$ cat config.mk
export PLATFORM = sky130hd
export DESIGN_NAME = data_nto1_arbiter
export DESIGN_NICKNAME = d
export VERILOG_FILES = /design/src/rtl/data_nto1_arbiter.sv
export SDC_FILE = /design/constraint.sdc
export NUM_CORES = 1
export LEC_CHECK = 0
export CAP_MARGIN = 20
export CORE_ASPECT_RATIO = 1.25
export CORE_UTILIZATION = 39
export CTS_CLUSTER_SIZE = 12
export DETAILED_ROUTE_END_ITERATION = 6
export MAX_ROUTING_LAYER = met4
export PLACE_DENSITY = 0.84
export SYNTH_ARGS = -nofsm -noshare
export SYNTH_HDL_FRONTEND = slang
export SYNTH_SLANG_ARGS = --single-unit
$ cat constraint.sdc
create_clock -name i_clk -period 2.2 [get_ports i_clk]
set_input_delay 0.44 -clock i_clk [delete_from_list [all_inputs] [get_ports i_clk]]
set_output_delay 0.44 -clock i_clk [all_outputs]
set_load 0.005 [all_outputs]
$ cat src/rtl/data_nto1_arbiter.sv
// data_nto1_arbiter: merges P_CH_NUM framed source streams into one output stream, one whole frame at a time.
//
// Ports:
//   i_clk            rising-edge clock
//   i_rst            asynchronous active-low reset
//   i_data           per-channel data, channel k at [k*P_DATA_W +: P_DATA_W]
//   i_valid, i_last  per-channel beat valid / end-of-frame
//   i_len, i_type    per-channel frame header, stable while that channel is valid
//   o_ready          per-channel accept, only the granted channel can be ready
//   o_data, o_valid, o_last  registered merged stream
//   o_len, o_type    header of the frame in progress
//   i_out_ready      downstream accept
//   o_grant          one-hot owner of the current frame, zero when idle
//   o_nxt_frame_stop high whenever the arbiter is not idle
//
// Configuration macro:
//   ARB_FIXED_PRIO_EN  defined   -> fixed priority, channel 0 highest
//                      undefined -> round-robin starting after the last grant
module data_nto1_arbiter #(
    parameter int P_CH_NUM = 4,
    parameter int P_DATA_W = 8,
    parameter int P_LEN_W  = 16,
    parameter int P_TYPE_W = 16,
    parameter int P_GAP    = 2
) (
    input  logic                         i_clk,
    input  logic                         i_rst,
    input  logic [P_CH_NUM*P_DATA_W-1:0] i_data,
    input  logic [P_CH_NUM-1:0]          i_valid,
    input  logic [P_CH_NUM-1:0]          i_last,
    input  logic [P_CH_NUM*P_LEN_W-1:0]  i_len,
    input  logic [P_CH_NUM*P_TYPE_W-1:0] i_type,
    output logic [P_CH_NUM-1:0]          o_ready,
    output logic [P_DATA_W-1:0]          o_data,
    output logic                         o_valid,
    output logic                         o_last,
    output logic [P_LEN_W-1:0]           o_len,
    output logic [P_TYPE_W-1:0]          o_type,
    input  logic                         i_out_ready,
    output logic [P_CH_NUM-1:0]          o_grant,
    output logic                         o_nxt_frame_stop
);
    localparam int IDX_W = $clog2(P_CH_NUM);
    localparam int CW    = IDX_W + 1;

    typedef enum logic [1:0] {IDLE, XFER, GAP} state_t;

    state_t             state;
    state_t             state_nxt;
    logic [IDX_W-1:0]   owner;
    logic [IDX_W-1:0]   last_grant;
    logic [IDX_W-1:0]   pick;
    logic [3:0]         gap_cnt;
    logic               frame_done;
    logic               any_req;
    logic               slot_free;
    logic               accept;
    logic               last_retire;
    logic [P_DATA_W-1:0] cur_data;
    logic               cur_valid;
    logic               cur_last;

    assign any_req     = |i_valid;
    assign cur_data    = i_data[owner*P_DATA_W +: P_DATA_W];
    assign cur_valid   = i_valid[owner];
    assign cur_last    = i_last[owner];
    // The output register can take a beat when empty or when its beat leaves this cycle.
    assign slot_free   = !o_valid || i_out_ready;
    assign accept      = (state == XFER) && !frame_done && slot_free && cur_valid;
    assign last_retire = o_valid && o_last && i_out_ready;

`ifdef ARB_FIXED_PRIO_EN
    always_comb begin
        pick = '0;
        for (int i = P_CH_NUM - 1; i >= 0; i--)
            if (i_valid[i]) pick = IDX_W'(i);
    end
`else
    logic [CW-1:0] cand;

    // Walk the search order backwards so the earliest requester after last_grant is assigned last and wins.
    always_comb begin
        pick = '0;
        cand = '0;
        for (int i = P_CH_NUM - 1; i >= 0; i--) begin
            cand = {1'b0, last_grant} + CW'(i + 1);
            if (cand >= CW'(P_CH_NUM)) cand = cand - CW'(P_CH_NUM);
            if (i_valid[cand[IDX_W-1:0]]) pick = cand[IDX_W-1:0];
        end
    end
`endif

    always_ff @(posedge i_clk or negedge i_rst) begin
        if (!i_rst) state <= IDLE;
        else        state <= state_nxt;
    end

    always_comb begin
        state_nxt        = state;
        o_ready          = '0;
        o_nxt_frame_stop = (state != IDLE);
        if (state == IDLE && any_req) state_nxt = XFER;
        if (state == XFER && last_retire) state_nxt = (P_GAP == 0) ? IDLE : GAP;
        if (state == GAP && gap_cnt == 4'(P_GAP - 1)) state_nxt = IDLE;
        // Acceptance stops once the last beat of the frame has been taken.
        if (state == XFER && !frame_done && slot_free) o_ready = o_grant;
    end

    always_ff @(posedge i_clk or negedge i_rst) begin
        if (!i_rst) begin
            o_data     <= '0;
            o_valid    <= 1'b0;
            o_last     <= 1'b0;
            o_len      <= '0;
            o_type     <= '0;
            o_grant    <= '0;
            owner      <= '0;
            last_grant <= IDX_W'(P_CH_NUM - 1);
            frame_done <= 1'b0;
            gap_cnt    <= '0;
        end else begin
            if (state == IDLE && any_req) begin
                owner      <= pick;
                last_grant <= pick;
                o_grant    <= P_CH_NUM'(1) << pick;
                o_len      <= i_len[pick*P_LEN_W +: P_LEN_W];
                o_type     <= i_type[pick*P_TYPE_W +: P_TYPE_W];
                frame_done <= 1'b0;
            end else if (state == XFER && last_retire) begin
                o_grant <= '0;
            end
            if (accept) begin
                o_data  <= cur_data;
                o_valid <= 1'b1;
                o_last  <= cur_last;
                if (cur_last) frame_done <= 1'b1;
            end else if (i_out_ready) begin
                o_valid <= 1'b0;
                o_last  <= 1'b0;
            end
            gap_cnt <= (state == GAP) ? gap_cnt + 4'd1 : 4'd0;
        end
    end
endmodule

# ---- Yosys cells after proc, flatten, opt, wreduce, memory -nomap -nowiden
# Cells that the tools add are included.
dict set report totals {
  out_inout_bits 51
  wordCells 86
  romBits 0
  memories 0
  inputBits 171
  ram_bits 0
  latch_bits 0
  reg_bits 57
}
dict set report classes {
  n_mux 33
  div 0
  bitwise_logic 0
  n_addsub 9
  n_eq_ne 3
  n_mul 0
  shifts 4
  magnitude_cmp 9
  reduce_logical 17
}
# op count
set ops {}
lappend ops {{64-bit by 7-bit indexed part select with 16-bit output} 2}
lappend ops {{32-bit by 6-bit indexed part select with 8-bit output} 1}
lappend ops {{2-bit two-way mux} 11}
lappend ops {{4-bit two-way mux} 4}
lappend ops {{2-bit by 3-bit less-than comparator with 1-bit output, second input constant} 5}
lappend ops {{1-bit binary-select mux with 2-bit select} 6}
lappend ops {{3-bit >= comparator, second input constant} 4}
lappend ops {{1-bit two-way mux} 12}
lappend ops {{1-bit logical AND} 8}
lappend ops {{2-bit by 1-bit subtractor with 2-bit output, second input constant} 4}
lappend ops {{2-bit by 2-bit adder with 3-bit output, second input constant} 2}
lappend ops {{2-bit nonzero test} 3}
lappend ops {{4-bit by 1-bit adder with 4-bit output, second input constant} 1}
lappend ops {{4-bit by 1-bit == test with 1-bit output, second input constant} 1}
lappend ops {{4-bit OR reduction} 1}
lappend ops {{1-bit by 2-bit << shifter with 4-bit output, first input constant} 1}
lappend ops {{2-bit by 1-bit adder with 3-bit output, second input constant} 1}
lappend ops {{2-bit by 3-bit adder with 3-bit output, second input constant} 1}
lappend ops {{3-bit nonzero test} 1}
lappend ops {{2-bit by 1-bit == test with 1-bit output, second input constant} 1}
lappend ops {{2-bit == test, second input constant} 1}
lappend ops {{1-bit zero test} 2}
lappend ops {{2-bit zero test} 1}
lappend ops {{1-bit logical OR} 1}

# ---- Depth between registers and ports, before layout
dict set report logic_depth {
  depth_word 11
  depth_mapped 7
  depth_no_buf 5
}

# ---- Worst setup path after synthesis
# No wires, ideal clock.
dict set report synth_path {
  path_kind {register to register}
  from {register last_grant[1]}
  to {register o_type[13]}
  arrival_time_ns 1.757
  required_time_ns 2.058
  synth_period_minus_slack_ns 1.899
  path_slack_ns 0.301
  path_stages_with_launch 8
  setup_time_ns 0.142
  path_buffers 2
  path_cell_list {dfstp_2 > mux2i_1 > a2bb2oi_1 > clkbuf_1 > clkbuf_1 > a21boi_0 > o21ai_0 > nand4_1}
}
dict set report synth_between {
  elab_chain_cells 10
  elab_cells_between_ends 29
  classes_between {8 x add/sub; 4 x order compare; 1 x shift; 16 x mux}
}
# element line
set synth_rtl {}
lappend synth_rtl {{from (decl)} 51} ;# logic [IDX_W-1:0] last_grant;
lappend synth_rtl {{from (signal assigned)} 118} ;# last_grant <= IDX_W'(P_CH_NUM - 1);
lappend synth_rtl {{from (signal assigned)} 124} ;# last_grant <= pick;
lappend synth_rtl {{2-bit by 3-bit adder with 3-bit output} 86} ;# cand = {1'b0, last_grant} + CW'(i + 1);
lappend synth_rtl {{3-bit >= comparator or 2-bit by 1-bit subtractor with 2-bit output (tied branches)} 87} ;# if (cand >= CW'(P_CH_NUM)) cand = cand - CW'(P_CH_NUM);
lappend synth_rtl {{2-bit two-way mux} 87}
lappend synth_rtl {{1-bit binary-select mux with 2-bit select} 88} ;# if (i_valid[cand[IDX_W-1:0]]) pick = cand[IDX_W-1:0];
lappend synth_rtl {{1-bit two-way mux (not written as such)} 88}
lappend synth_rtl {{2-bit two-way mux (3 in series)} 88}
lappend synth_rtl {{2-bit two-way mux (*)} 88}
lappend synth_rtl {{64-bit by 7-bit indexed part select with 16-bit output (*)} 127} ;# o_type <= i_type[pick*P_TYPE_W +: P_TYPE_W];
lappend synth_rtl {{to (signal assigned)} 127}
lappend synth_rtl {{to (decl)} 38} ;# output logic [P_TYPE_W-1:0] o_type,
# Every way passes the cells marked *; elsewhere a longest branch is shown, timed or not. The select of a mux whose other input is x is not followed.
# A chain may end at the register's enable or synchronous reset.

# ---- Worst setup path after layout
dict set report layout_path {
  from {input i_valid[3]}
  to {register o_type[3]}
}
dict set report layout_between {
  elab_chain_cells 7
  elab_cells_between_ends 15
  classes_between {1 x shift; 12 x mux; 2 x reduce/logical}
}
# element line
set layout_rtl {}
lappend layout_rtl {{from (decl)} 29} ;# input logic [P_CH_NUM-1:0] i_valid,
lappend layout_rtl {{1-bit binary-select mux with 2-bit select} 88}
lappend layout_rtl {{1-bit two-way mux (not written as such)} 88}
lappend layout_rtl {{2-bit two-way mux (4 in series)} 88}
lappend layout_rtl {{64-bit by 7-bit indexed part select with 16-bit output} 127}
# Parallel ways exist; a longest one is shown, timed or not. The select of a mux whose other input is x is not followed.

==> results.toml <==
[setup_path]
cp.required_ns = 2.38
worstPathArrival_ns = 2.33
critPathMaxFanout = 32
critPathKind = "input pin to register"
crit_path_start_kind = "input pin"
end_kind = "register"

[sta]
fin_crit_ns = 2.15
relSlewSlack = 0.388
hold_viol = 0
tightest_slew_ns = 0.917
setup_viol = 0
drv_slew = 0
finalCritPeriodShare = 0.977
clock.fmax_mhz = 465
fin_skew_ns = 0.0105
rsz0062_at_grt = "yes"

[clocking]
cts_tree = "yes"
cts_buffer_depth = 2
numCtsBuffers = 9
insertion_delay_ns = 0.32
clk_pin_slew_worst_paths_ns = 0.05
h-tree-depth = 3
cts_root_buffer = "clkbuf_16"
cts.sinks = 57

[global_routing]
grt_pass1_vias = 4895
antenna_found_initial = 0
grt_max_degree = 40
grt_pass1_wl_um = 23400
grt_remaining_overflow = 0
grtUsageTotal = 0.291

[yosys]
ys_ff_latch = 57
ys_top_cells_by_area = "dfrtp_1, a21boi_0, o311ai_0"
synth_top_family_by_area = "compound AO/OA/AOI/OAI gates"
synth_compound_area_frac = 0.274
syn_avg_cell_area_um2 = 9.03
ys_warn_count = 0
synth-xor-area-share = 0.00441
synth_seq_area_share = 0.359
ys.flop_type = "dfrtp_1"
syn_area_mm2 = 0.00398
synth_common_cells = "dfrtp_1, clkbuf_1, nand2_1, a21boi_0, nand3_1"
synth_area_leader_cell = "dfrtp_1"
synth_edf_count = 0
synth.net_count = 613
synth_top_area_share = 0.346
synthCells = 440
synth-simple-area-share = 0.218
synthArstFlopShare = 1.00
synth_mux_area_frac = 0.0818
synthDistinctLibCells = 47
yosys.cell_count.top_type = "dfrtp_1"
synthAdderAreaFrac = 0.00630

[floorplanning]
die_area_mm2 = 0.0106
num_io_pins = 222
start_util = 0.407
core-area_mm2 = 0.00976
dieWidth_um = 92.3
fp-row-count = 40
die_h_um = 115

[finish]
final_cell_area_mm2 = 0.00701
multiInputGateArea_mm2 = 0.00241
utilization = 0.718
drive_above_1_share = 0.149
area_growth_pct = 76.3
fillCellCount = 717
fin_nets = 853
num_antenna_cells = 0
regArea_mm2 = 0.00143

[pwr]
peakVddDrop_mv = 0.556
total_power_mw = 3.89
p_per_area_mw_per_mm2 = 555
p_leak_nw = 2.86

[placement]
gp_congestion = 0.796
dpl_cell_area_mm2 = 0.00660
port_buffers = 221
dp_hpwl_um = 10800

[drt]
drt_iter0_drc = 297
drc = 0
viasPerCell = 5.76
drt_first_pass_iters = 7
wl_um = 14800
postRouteAntennaNets = 0
post_drt_wl_per_cell_um = 18.3
dr_total_vias = 4674

[status]
status = "completed"

[worst_hold_path]
min_path_type = "input pin to async pin"

[job]
cap_violations = 0
-- sequential cells by signal, indices dropped and copies added, names as in the netlist --
signal,cells
last_grant,2
state,2
o_last,1
o_type,16
owner,2
gap_cnt,4
o_grant,4
frame_done,1
o_data,8
o_valid,1
o_len,16
-- routing by layer --
| layer | GRT usage | wire length, µm | up-vias |
|---|---|---|---|
| met2 | 0.516 | 7990 | 233 |
| met1 | 0.303 | 5390 | 2229 |
| met5 | - | 0 | - |
| met3 | 0.0556 | 954 | 38 |
| met4 | 0.157 | 484 | 0 |
| li1 | - | - | 2174 |
-- metrics by stage --
step | setup TNS [ns] | setup slack, ns | instances | hold slack (ns)
detailed placement | -20.20 | -0.560 | 786 | 0.453
CTS | 0 | 0.0179 | 808 | 0.111
global placement | -17.29 | -0.480 | 786 | 0.443
finish | 0 | 0.0505 | 811 | 0.104
floorplan | 0 | 0.301 | 440 | 0.144
global route | -0.0399 | -0.0187 | 811 | 0.129
-- worst paths after layout --
| check | depth (start not counted) | from | to | slack, ns |
|---|---|---|---|---|
| max | 9 | i_valid[3] | o_type[3] | 0.05 |
| max reg2reg | 7 | last_grant[1] | o_type[9] | 0.17 |
| min reg2reg | 1 | o_data[3] | o_data[3] | 0.50 |
| max in group asynchronous | 2 | i_rst | last_grant[1] | 1.45 |
| min | 1 | i_rst | o_type[6] | 0.10 |
| min in group i_clk | 1 | o_data[3] | o_data[3] | 0.50 |
-- worst max-delay path, cell delays in order --
cell and delay [ns]:
clkdlybuf4s50_1 0.51, buf_4 0.14, a21boi_0 0.18, buf_4 0.15, o21bai_4 0.06, and2_1 0.19
buf_12 0.18, o311ai_0 0.31, nand4_1 0.15
-- kinds of logic after synthesis --
logic type / Yosys count
AO/OA/AOI/OAI: 151
XOR/XNOR: 2
adder cells (fa/ha/maj): 2
buffers and inverters: 50
flip-flops: 57
multiplexers: 19
AND/OR/NAND/NOR: 159
-- layout by cell type (no fill, tap or decap), drive strengths merged, types with 3 or more instances in the layout --
| master | n |
|---|---|
| clkbuf | 13 |
| nand2 | 35 |
| nor2 | 10 |
| clkdlybuf4s50 | 214 |
| and2 | 5 |
| o21ai | 34 |
| a21o | 3 |
| buf | 54 |
| o311ai | 31 |
| nand4 | 32 |
| a21oi | 4 |
| and3 | 32 |
| mux2 | 8 |
| a21boi | 34 |
| dfrtp | 55 |
| nand2b | 4 |
| dlygate4sd2 | 4 |
| a22o | 4 |
| inv | 5 |
| mux4 | 10 |
| nand3 | 33 |
| o21a | 31 |
-- repair_timing --
| item | 4_1_cts | 5_1_grt |
|---|---|---|
| gates resized for setup | 16 | 23 |
| gates cloned | 1 | 0 |
| pin swaps | 2 | 1 |
| setup endpoints to repair | 37 | 33 |
| setup buffers | 5 | 3 |
| hold buffers | 0 | 0 |
-- cell type report --
type / count / share of cell area
clock inverter: 3 / 0.00571
multi-input combinational: 334 / 0.343
clock buffer: 13 / 0.0371
sequential: 57 / 0.204
timing repair buffer: 273 / 0.385
tap: 126 / 0.0225
inverter: 5 / 0.00268
-- power breakdown --
part	internal, mW	switching [mW]
Combinational	0.779	0.451
Sequential	1.17	0.0895
Clock	0.933	0.462
Total	2.89	1.00
Power figures use the tool's default switching activity.
